===== config.mk =====
export PLATFORM = sky130hd
export DESIGN_NAME = btn_cond_flat
export DESIGN_NICKNAME = d
export VERILOG_FILES = /design/src/rtl/btn_cond_if.sv /design/src/rtl/btn_cond.sv /design/src/flat_wrapper.sv
export SDC_FILE = /design/constraint.sdc
export NUM_CORES = 1
export LEC_CHECK = 0
export CAP_MARGIN = 20
export CELL_PAD_IN_SITES_DETAIL_PLACEMENT = 0
export CELL_PAD_IN_SITES_GLOBAL_PLACEMENT = 1
export CORE_ASPECT_RATIO = 0.5
export CORE_MARGIN = 8
export CORE_UTILIZATION = 48
export DETAILED_ROUTE_END_ITERATION = 10
export GPL_ROUTABILITY_DRIVEN = 0
export PLACE_DENSITY_LB_ADDON = 0.1
export SLEW_MARGIN = 20
export SYNTH_ARGS = -nofsm -noshare
export SYNTH_HDL_FRONTEND = slang
export SYNTH_SLANG_ARGS = --single-unit

===== constraint.sdc =====
create_clock -name clk -period 2.7 [get_ports clk]
set_clock_uncertainty 0.05 [all_clocks]
set_input_delay 0.54 -clock clk [delete_from_list [all_inputs] [get_ports clk]]
set_output_delay 0.54 -clock clk [all_outputs]
set_load 0.005 [all_outputs]

===== src/rtl/btn_cond_if.sv =====
// btn_cond_if: raw switch in, conditioned level
// and pulse outputs back to the consumer.
interface btn_cond_if;
    logic i_btn;
    logic o_level;
    logic o_press;
    logic o_release;
    logic o_repeat;
    logic o_long;

    modport master (
        output i_btn,
        input  o_level,
        input  o_press,
        input  o_release,
        input  o_repeat,
        input  o_long
    );

    modport slave (
        input  i_btn,
        output o_level,
        output o_press,
        output o_release,
        output o_repeat,
        output o_long
    );
endinterface


===== src/rtl/btn_cond.sv =====
// btn_cond: push-button synchroniser, debouncer and
// press/release/auto-repeat pulse generator.
module btn_cond #(
    parameter int CLK_HZ  = 50_000_000,
    parameter int DEB_MS  = 20,
    parameter int HOLD_MS = 800,
    parameter int RPT_MS  = 200,
    parameter bit ACT_LOW = 1'b1
) (
    input logic       clk,
    input logic       rst_n,
    btn_cond_if.slave bus
);
    localparam int DEB_CYC  = CLK_HZ / 1000 * DEB_MS;
    localparam int HOLD_CYC = CLK_HZ / 1000 * HOLD_MS;
    localparam int RPT_CYC  = CLK_HZ / 1000 * RPT_MS;

    localparam logic [31:0] DEB_END  = 32'(DEB_CYC - 1);
    localparam logic [31:0] HOLD_END = 32'(HOLD_CYC - 1);
    localparam logic [31:0] RPT_END  = 32'(RPT_CYC - 1);

    typedef enum logic [2:0] {
        S_IDLE,
        S_PCHK,
        S_PRESSED,
        S_RPT,
        S_RCHK
    } state_t;

    state_t      state_q, state_d;
    logic [31:0] cnt_q, cnt_d;
    logic        sync1_q, sync2_q;
    logic        p;

    logic level_q, level_d;
    logic press_q, press_d;
    logic rel_q,   rel_d;
    logic rpt_q,   rpt_d;
    logic long_q,  long_d;

    // two-flop synchroniser, parked at the released level
    always_ff @(posedge clk or negedge rst_n) begin
        if (!rst_n) begin
            sync1_q <= ACT_LOW;
            sync2_q <= ACT_LOW;
        end else begin
            sync1_q <= bus.i_btn;
            sync2_q <= sync1_q;
        end
    end

    assign p = sync2_q ^ ACT_LOW;

    // state, counter and registered outputs
    always_ff @(posedge clk or negedge rst_n) begin
        if (!rst_n) begin
            state_q <= S_IDLE;
            cnt_q   <= '0;
            level_q <= 1'b0;
            press_q <= 1'b0;
            rel_q   <= 1'b0;
            rpt_q   <= 1'b0;
            long_q  <= 1'b0;
        end else begin
            state_q <= state_d;
            cnt_q   <= cnt_d;
            level_q <= level_d;
            press_q <= press_d;
            rel_q   <= rel_d;
            rpt_q   <= rpt_d;
            long_q  <= long_d;
        end
    end

    // next state; a change of p always wins over terminal count
    always_comb begin
        state_d = state_q;
        cnt_d   = cnt_q + 32'd1;
        unique case (state_q)
            S_IDLE: begin
                cnt_d = '0;
                if (p) state_d = S_PCHK;
            end
            S_PCHK: begin
                if (!p) begin
                    state_d = S_IDLE;
                    cnt_d   = '0;
                end else if (cnt_q == DEB_END) begin
                    state_d = S_PRESSED;
                    cnt_d   = '0;
                end
            end
            S_PRESSED: begin
                if (!p) begin
                    state_d = S_RCHK;
                    cnt_d   = '0;
                end else if (cnt_q == HOLD_END) begin
                    state_d = S_RPT;
                    cnt_d   = '0;
                end
            end
            S_RPT: begin
                if (!p) begin
                    state_d = S_RCHK;
                    cnt_d   = '0;
                end else if (cnt_q == RPT_END) begin
                    cnt_d = '0;
                end
            end
            S_RCHK: begin
                if (p) begin
                    state_d = long_q ? S_RPT : S_PRESSED;
                    cnt_d   = '0;
                end else if (cnt_q == DEB_END) begin
                    state_d = S_IDLE;
                    cnt_d   = '0;
                end
            end
            default: begin
                state_d = S_IDLE;
                cnt_d   = '0;
            end
        endcase
    end

    // pulse and level updates for the next edge
    always_comb begin
        level_d = level_q;
        long_d  = long_q;
        press_d = 1'b0;
        rel_d   = 1'b0;
        rpt_d   = 1'b0;
        unique case (state_q)
            S_PCHK: begin
                if (p && cnt_q == DEB_END) begin
                    level_d = 1'b1;
                    press_d = 1'b1;
                end
            end
            S_PRESSED: begin
                if (p && cnt_q == HOLD_END) begin
                    rpt_d  = 1'b1;
                    long_d = 1'b1;
                end
            end
            S_RPT: begin
                if (p && cnt_q == RPT_END) rpt_d = 1'b1;
            end
            S_RCHK: begin
                if (!p && cnt_q == DEB_END) begin
                    rel_d   = 1'b1;
                    level_d = 1'b0;
                    long_d  = 1'b0;
                end
            end
            default: begin
                level_d = level_q;
            end
        endcase
    end

    assign bus.o_level   = level_q;
    assign bus.o_press   = press_q;
    assign bus.o_release = rel_q;
    assign bus.o_repeat  = rpt_q;
    assign bus.o_long    = long_q;
endmodule


===== src/flat_wrapper.sv =====
// flat-port wrapper written by rule: the top's interface ports become plain ports
module btn_cond_flat 
#(
    parameter int CLK_HZ  = 50_000_000,
    parameter int DEB_MS  = 20,
    parameter int HOLD_MS = 800,
    parameter int RPT_MS  = 200,
    parameter bit ACT_LOW = 1'b1
)
  (clk, rst_n, bus_i_btn, bus_o_level, bus_o_press, bus_o_release, bus_o_repeat, bus_o_long);
  btn_cond_if bus_i ();
  input logic clk;
  input logic rst_n;
  input wire logic [$bits(bus_i.i_btn)-1:0] bus_i_btn;
  output wire logic [$bits(bus_i.o_level)-1:0] bus_o_level;
  output wire logic [$bits(bus_i.o_press)-1:0] bus_o_press;
  output wire logic [$bits(bus_i.o_release)-1:0] bus_o_release;
  output wire logic [$bits(bus_i.o_repeat)-1:0] bus_o_repeat;
  output wire logic [$bits(bus_i.o_long)-1:0] bus_o_long;
  assign bus_i.i_btn = bus_i_btn;
  assign bus_o_level = bus_i.o_level;
  assign bus_o_press = bus_i.o_press;
  assign bus_o_release = bus_i.o_release;
  assign bus_o_repeat = bus_i.o_repeat;
  assign bus_o_long = bus_i.o_long;
  btn_cond #(.CLK_HZ(CLK_HZ), .DEB_MS(DEB_MS), .HOLD_MS(HOLD_MS), .RPT_MS(RPT_MS), .ACT_LOW(ACT_LOW)) u_core (.clk(clk), .rst_n(rst_n), .bus(bus_i));
endmodule

# After elaboration in Yosys (flattened, before gate mapping)

Cells that the tools add are included.

$add $sub $neg: 1
Equality and inequality tests: 15
Multiplexer cells: 30
Bitwise gates (word level): 1
Reductions and logical operators: 10

Operators by type and width:

| cell                                                                    | number |
|---|---|
| 32-bit two-way mux                                                      | 7 |
| 32-bit one-hot mux with 4 select lines                                  | 1 |
| 32-bit by 1-bit adder with 32-bit output, second input constant         | 1 |
| 32-bit by 20-bit equality test with 1-bit output, second input constant | 1 |
| 32-bit by 24-bit equality test with 1-bit output, second input constant | 1 |
| 32-bit by 26-bit equality test with 1-bit output, second input constant | 1 |
| 3-bit two-way mux                                                       | 8 |
| 3-bit one-hot mux with 5 select lines                                   | 1 |
| 1-bit two-way mux                                                       | 10 |
| 2-bit by 1-bit != test with 1-bit output, second input constant         | 4 |
| 3-bit by 2-bit equality test with 1-bit output, second input constant   | 2 |
| 3-bit by 1-bit != test with 1-bit output, second input constant         | 2 |
| 1-bit one-hot mux with 2 select lines                                   | 3 |
| 3-bit AND reduction                                                     | 2 |
| 5-bit AND reduction                                                     | 1 |
| 1-bit logical AND                                                       | 4 |
| 2-bit nonzero test                                                      | 2 |
| 3-bit by 1-bit equality test with 1-bit output, second input constant   | 1 |
| 3-bit equality test, second input constant                              | 1 |
| 3-bit logical NOT                                                       | 1 |
| 3-bit != test, second input constant                                    | 1 |
| 2-bit != test, second input constant                                    | 1 |
| 1-bit NOT                                                               | 1 |

Flip-flop bits (word level): 42
Input bits: 3
Output and inout port bits: 5
Word-level logic and storage cells: 66

# Logic depth before layout (Yosys ltp)

Depth in word-level cells: 4
Gate-level depth with buffers: 8
Depth with buffers taken out: 6

# Worst setup path after synthesis

No wires, ideal clock.

Path type: flip-flop to flip-flop
Start: register u_core.cnt_q[15]
End: register u_core.cnt_q[0]
Arrival: 2.235 ns
Slack: 0.281 ns
Stages on the path, launching flop included: 8
Period minus slack after synthesis: 2.419 ns
Cells stage by stage: dfrtp_1 > or4b_4 > or3_1 > or4b_1 > buf_6 > nand3b_4 > buf_8 > a21oi_1

Longest elaborated chain between the ends: 4
Elaborated cells on any way between the ends: 11
Classes of those cells: eq/ne: 3; mux: 8

Ends and longest elaborated chain:

| element                                                                  | line                            | source |
|---|---|---|
| start: declaration                                                       | btn_cond.sv:31                  | `logic [31:0] cnt_q, cnt_d;` |
| start signal: assignment                                                 | btn_cond.sv:66                  | `cnt_q <= cnt_d;` |
| 32-bit by 20-bit equality test with 1-bit output (tied with other cells) | btn_cond.sv:88, btn_cond.sv:114 |  |
| 32-bit two-way mux (on tied branches) (2 in a row)                       | n/a                             |  |
| 32-bit one-hot mux with 4 select lines *                                 | btn_cond.sv:79                  | `unique case (state_q)` |
| via u_core.cnt_d[0]                                                      | btn_cond.sv:31                  |  |

Mark *: on every way through the listed nets, which the timed path passes. The rest lies on a longest branch.
A chain may end at the register's enable or synchronous reset.

# Final worst setup path

Start: register u_core.cnt_q[15]
End: register u_core.cnt_q[6]

Same word-level chain as after synthesis.

==> summary by stage <==
Yosys
Yosys mapped the design onto 43 distinct sky130hd cell types. After synthesis the netlist holds a flip-flop and latch count of 42. The share of the Yosys chip area taken by registers is 0.459. The post-synthesis instance area is 0.00229 mm².

Ranked by total cell area, the synthesized netlist is headed by dfrtp_1 44%, a21oi_1 6.8%, xnor2_1 6.5%. dfrtp_1 is the most common cell in the netlist. Synthesis produced 233 cells. The number of warning messages in the yosys log is 0. The commonest cells after synthesis are 40 x dfrtp_1, 31 x a21oi_1, 17 x xnor2_1, 13 x nand4_1, 13 x xor2_1. The primary flip-flop cell chosen by synthesis mapping is dfrtp_1.

The top-area cell type share of the netlist area is 0.436. A synthesized cell averages 9.84 µm². Of all cell types, the one taking the most synthesized area is dfrtp_1. The async set or reset register ratio after synthesis is 1.00. Counting flops with a built-in enable in the synthesized netlist gives 0. The synthesized net count is 237.

GRT
The number of global-route vias before repair is 1,834. The combined global-route utilization of all metal layers is 0.154. The maximum number of pins on one net before global-route repair is 43. The number of antenna violations at the first check in global routing is 0. The total overflow left after global routing is 0. The first-pass GRT wire length is 9260 µm.

Timing
The tightest slew margin relative to the limit is 0.379. Once routing completed, OpenROAD measured the worst setup slack at 0.161 ns. The measured slew at the worst slew-check pin is 0.931 ns.

The minimum hold slack is 0.312 ns. The worst path needs 2.54 ns of the cycle, external delays included. The share of the cycle needed by the critical path after routing is 0.940. The count of final hold-check violations is 0. The number of pins with negative max-slew slack in the final report is 0. Setup repair after global routing left no endpoint under its margin. Setup violations remaining at the end of the flow were counted as 0.

Adding up every negative setup slack in the final design gives 0 ns. Static timing analysis puts the maximum clock frequency at 0.394 GHz.

Power
In this run the static leakage power is 0.924 nW. Summed over all nets, the switching power comes to 270 µW. The total power of the final layout is 1.12 mW. Of the total power, combinational logic draws 0.045. The switching part of the total power is 0.241.

In this run the power density over the cells is 445 mW/mm². The maximum vdd drop is 0.195 mV. The share of total power dissipated in sequential elements is 0.575. The cell-internal power is 852 µW. Of the total power, the clock network draws 0.380.

Outcome
The run finished with clean final reports.

Die
The die extent in y is 64.9 µm. For this configuration, the core starts out at a cell density of 0.511. For this design the top-level I/O count stands at 8. The number of rows created at floorplan is 17. The placeable core area is 0.00449 mm². The area of the die is 0.00738 mm². The width of the chip is 114 µm.

Layout
In the final layout, the share of cells above drive strength 1 is 0.118. The count of cells in the finished layout, fillers not included, comes to 311. Once layout is complete, the utilization of the core stands at 0.563. Once layout is done, the placed cells without fillers occupy 0.00252 mm².

The number of inserted diodes is 0. The synthesis-to-finish area growth is 10.1%. The net count of the finished layout is 248. Counting the fill cells in the layout gives 409.

Worst setup path
The signal on the critical path passes through or4b_4 > or3_1 > or4b_4 > nand3b_4 > a221oi_1. The worst flop-to-flop path startpoint is u_core.cnt_q[15]. In this design, the stage delay of the slowest critical-path cell is 0.57 ns.

The kind of critical path is reg -> reg. The number of buffers and inverters on the critical path is 0. Among cell families on the critical path, the largest total delay comes from simple AND/OR/NAND/NOR gates. The register-to-register setup slack is 0.16 ns. Along the worst path, the maximum fanout reaches 32. The most prevalent standard cell on the critical path is or4b_4. The type of origin of the critical path is a flip-flop. STA classifies the critical path endpoint as a flip-flop. The critical path data required time is 2.81 ns. At the worst endpoint, the arrival time is 2.65 ns.

The slowest stage of the critical path is the or4b_4 cell. The worst register-to-register path ends at u_core.cnt_q[6]. The worst-case reg-to-reg path depth is 5.

Clock network
The hold buffer count at CTS is 0. The number of setup buffers added after CTS is 0. The number of clock buffers added by TritonCTS is 5.

In this run the number of H-tree levels came out at 2. After clock tree synthesis, the clock-pin slew on the worst setup and hold paths is 0.08 ns. The clock net in this run drives a total of 42 sinks. The insertion delay to the later sink of the worst-skew pair is 0.30 ns. The post-cts gate resize count is 0. The tree is rooted in a clkbuf_8. The clock passes through at most 2 buffers. The TritonCTS clock tree is yes.

Job
The tool flagged a number of max-cap violations equal to 0.

Routing
The number of detailed-route iterations in the first pass is 5. In the routed layout, each cell is associated on average with a via count of 5.95. The wire length per cell is 17.0 µm. The DRC violation count after routing is 0. The total vias in the final route is 1,852.

The post-detailed-route count of antenna-violating nets is 0. The routed wire length is 5280 µm. The first routing iteration left 124 violations.

Worst hold path
The path class of the tightest hold or removal check is reg -> reg. In this run the most critical hold path is launched from u_core.sync1_q. The terminating pin of the worst hold path is u_core.sync2_q. Along the worst hold path, the cell count comes to 0.

Placement
The number of input and output port buffers inserted is 7. The cell total after placement is 303. Before CTS, the worst setup slack after placement is 0.133 ns. Once detailed placement completed, the half-perimeter wirelength came to 3530 µm. Summing all placed instances gives a cell area of 0.00243 mm².
==> layout by cell type, fill, tap and decap left out, types with 4 or more instances in the layout <==
cell type,instances
dfrtp_1,40
and3_1,4
clkbuf_8,6
nor2_1,11
o21ai_0,4
inv_1,6
nand2_1,12
a21oi_1,31
nand4_1,13
or3_1,5
or4_1,4
xnor2_1,17
nor4_1,11
nor3_1,10
nand3_1,11
buf_4,9
clkdlybuf4s50_1,6
xor2_1,13
==> cell type report <==
class,instances,area [µm²],share of cell area
clock inverters,2,12.5,0.00496
flip-flops and latches,42,1050,0.417
well taps,66,82.6,0.0327
multi-input cells,173,1140,0.451
inverters,6,22.5,0.00892
repair buffers,16,133,0.0525
clock buffers,6,82.6,0.0327
==> flip-flops by register name, indices dropped and copies added (netlist names) <==
signal,cells
u_core.bus.o_level,1
u_core.bus.o_long,1
u_core.bus.o_press,1
u_core.bus.o_release,1
u_core.bus.o_repeat,1
u_core.cnt_q,32
u_core.state_q,3
u_core.sync1_q,1
u_core.sync2_q,1
==> metal layers <==
metal  part of all wire  vias to the layer above  wire [µm]  track usage
met5                  0                        -          0            0
met2               0.42                       36       2230        0.212
met1               0.52                      934       2750        0.227
met3              0.055                        3        290       0.0480
met4             0.0023                        0         12       0.0378
li1                   -                      879          -            -
==> power by group through the flow <==
stage	Combinational [mW]	Sequential [mW]	Clock [mW]
6_report	0.0505	0.645	0.427
5_1_grt	0.0588	0.647	0.472
4_1_cts	0.0519	0.645	0.441
3_5_place_dp	0.0517	0.657	0
3_3_place_gp	0.0505	0.657	0
2_1_floorplan	0.0413	0.654	0
==> cells by family (layout without fill, tap and decap cells) <==
kind of cell,Yosys count,count (layout),synth area share
adder cells (fa/ha/maj),1,1,0.00545
buffers and inverters,18,30,0.0475
AND/OR/NAND/NOR,95,95,0.252
flip-flops,42,42,0.459
XOR/XNOR,30,30,0.115
AO/OA/AOI/OAI,47,47,0.122
==> how the worst max path moves through the flow <==
stage                     start            endpoint  slack (ns)  cells after the start
5_1_grt        u_core.cnt_q[15]  u_core.bus.o_level        0.03                      6
2_1_floorplan  u_core.cnt_q[15]     u_core.cnt_q[0]        0.28                      7
4_1_cts        u_core.cnt_q[15]     u_core.cnt_q[6]        0.11                      5
6_report       u_core.cnt_q[15]     u_core.cnt_q[6]        0.16                      5
3_5_place_dp   u_core.cnt_q[15]     u_core.cnt_q[6]        0.13                      5
3_3_place_gp   u_core.cnt_q[15]     u_core.cnt_q[6]        0.18                      5
Power figures use the tool's default switching activity.
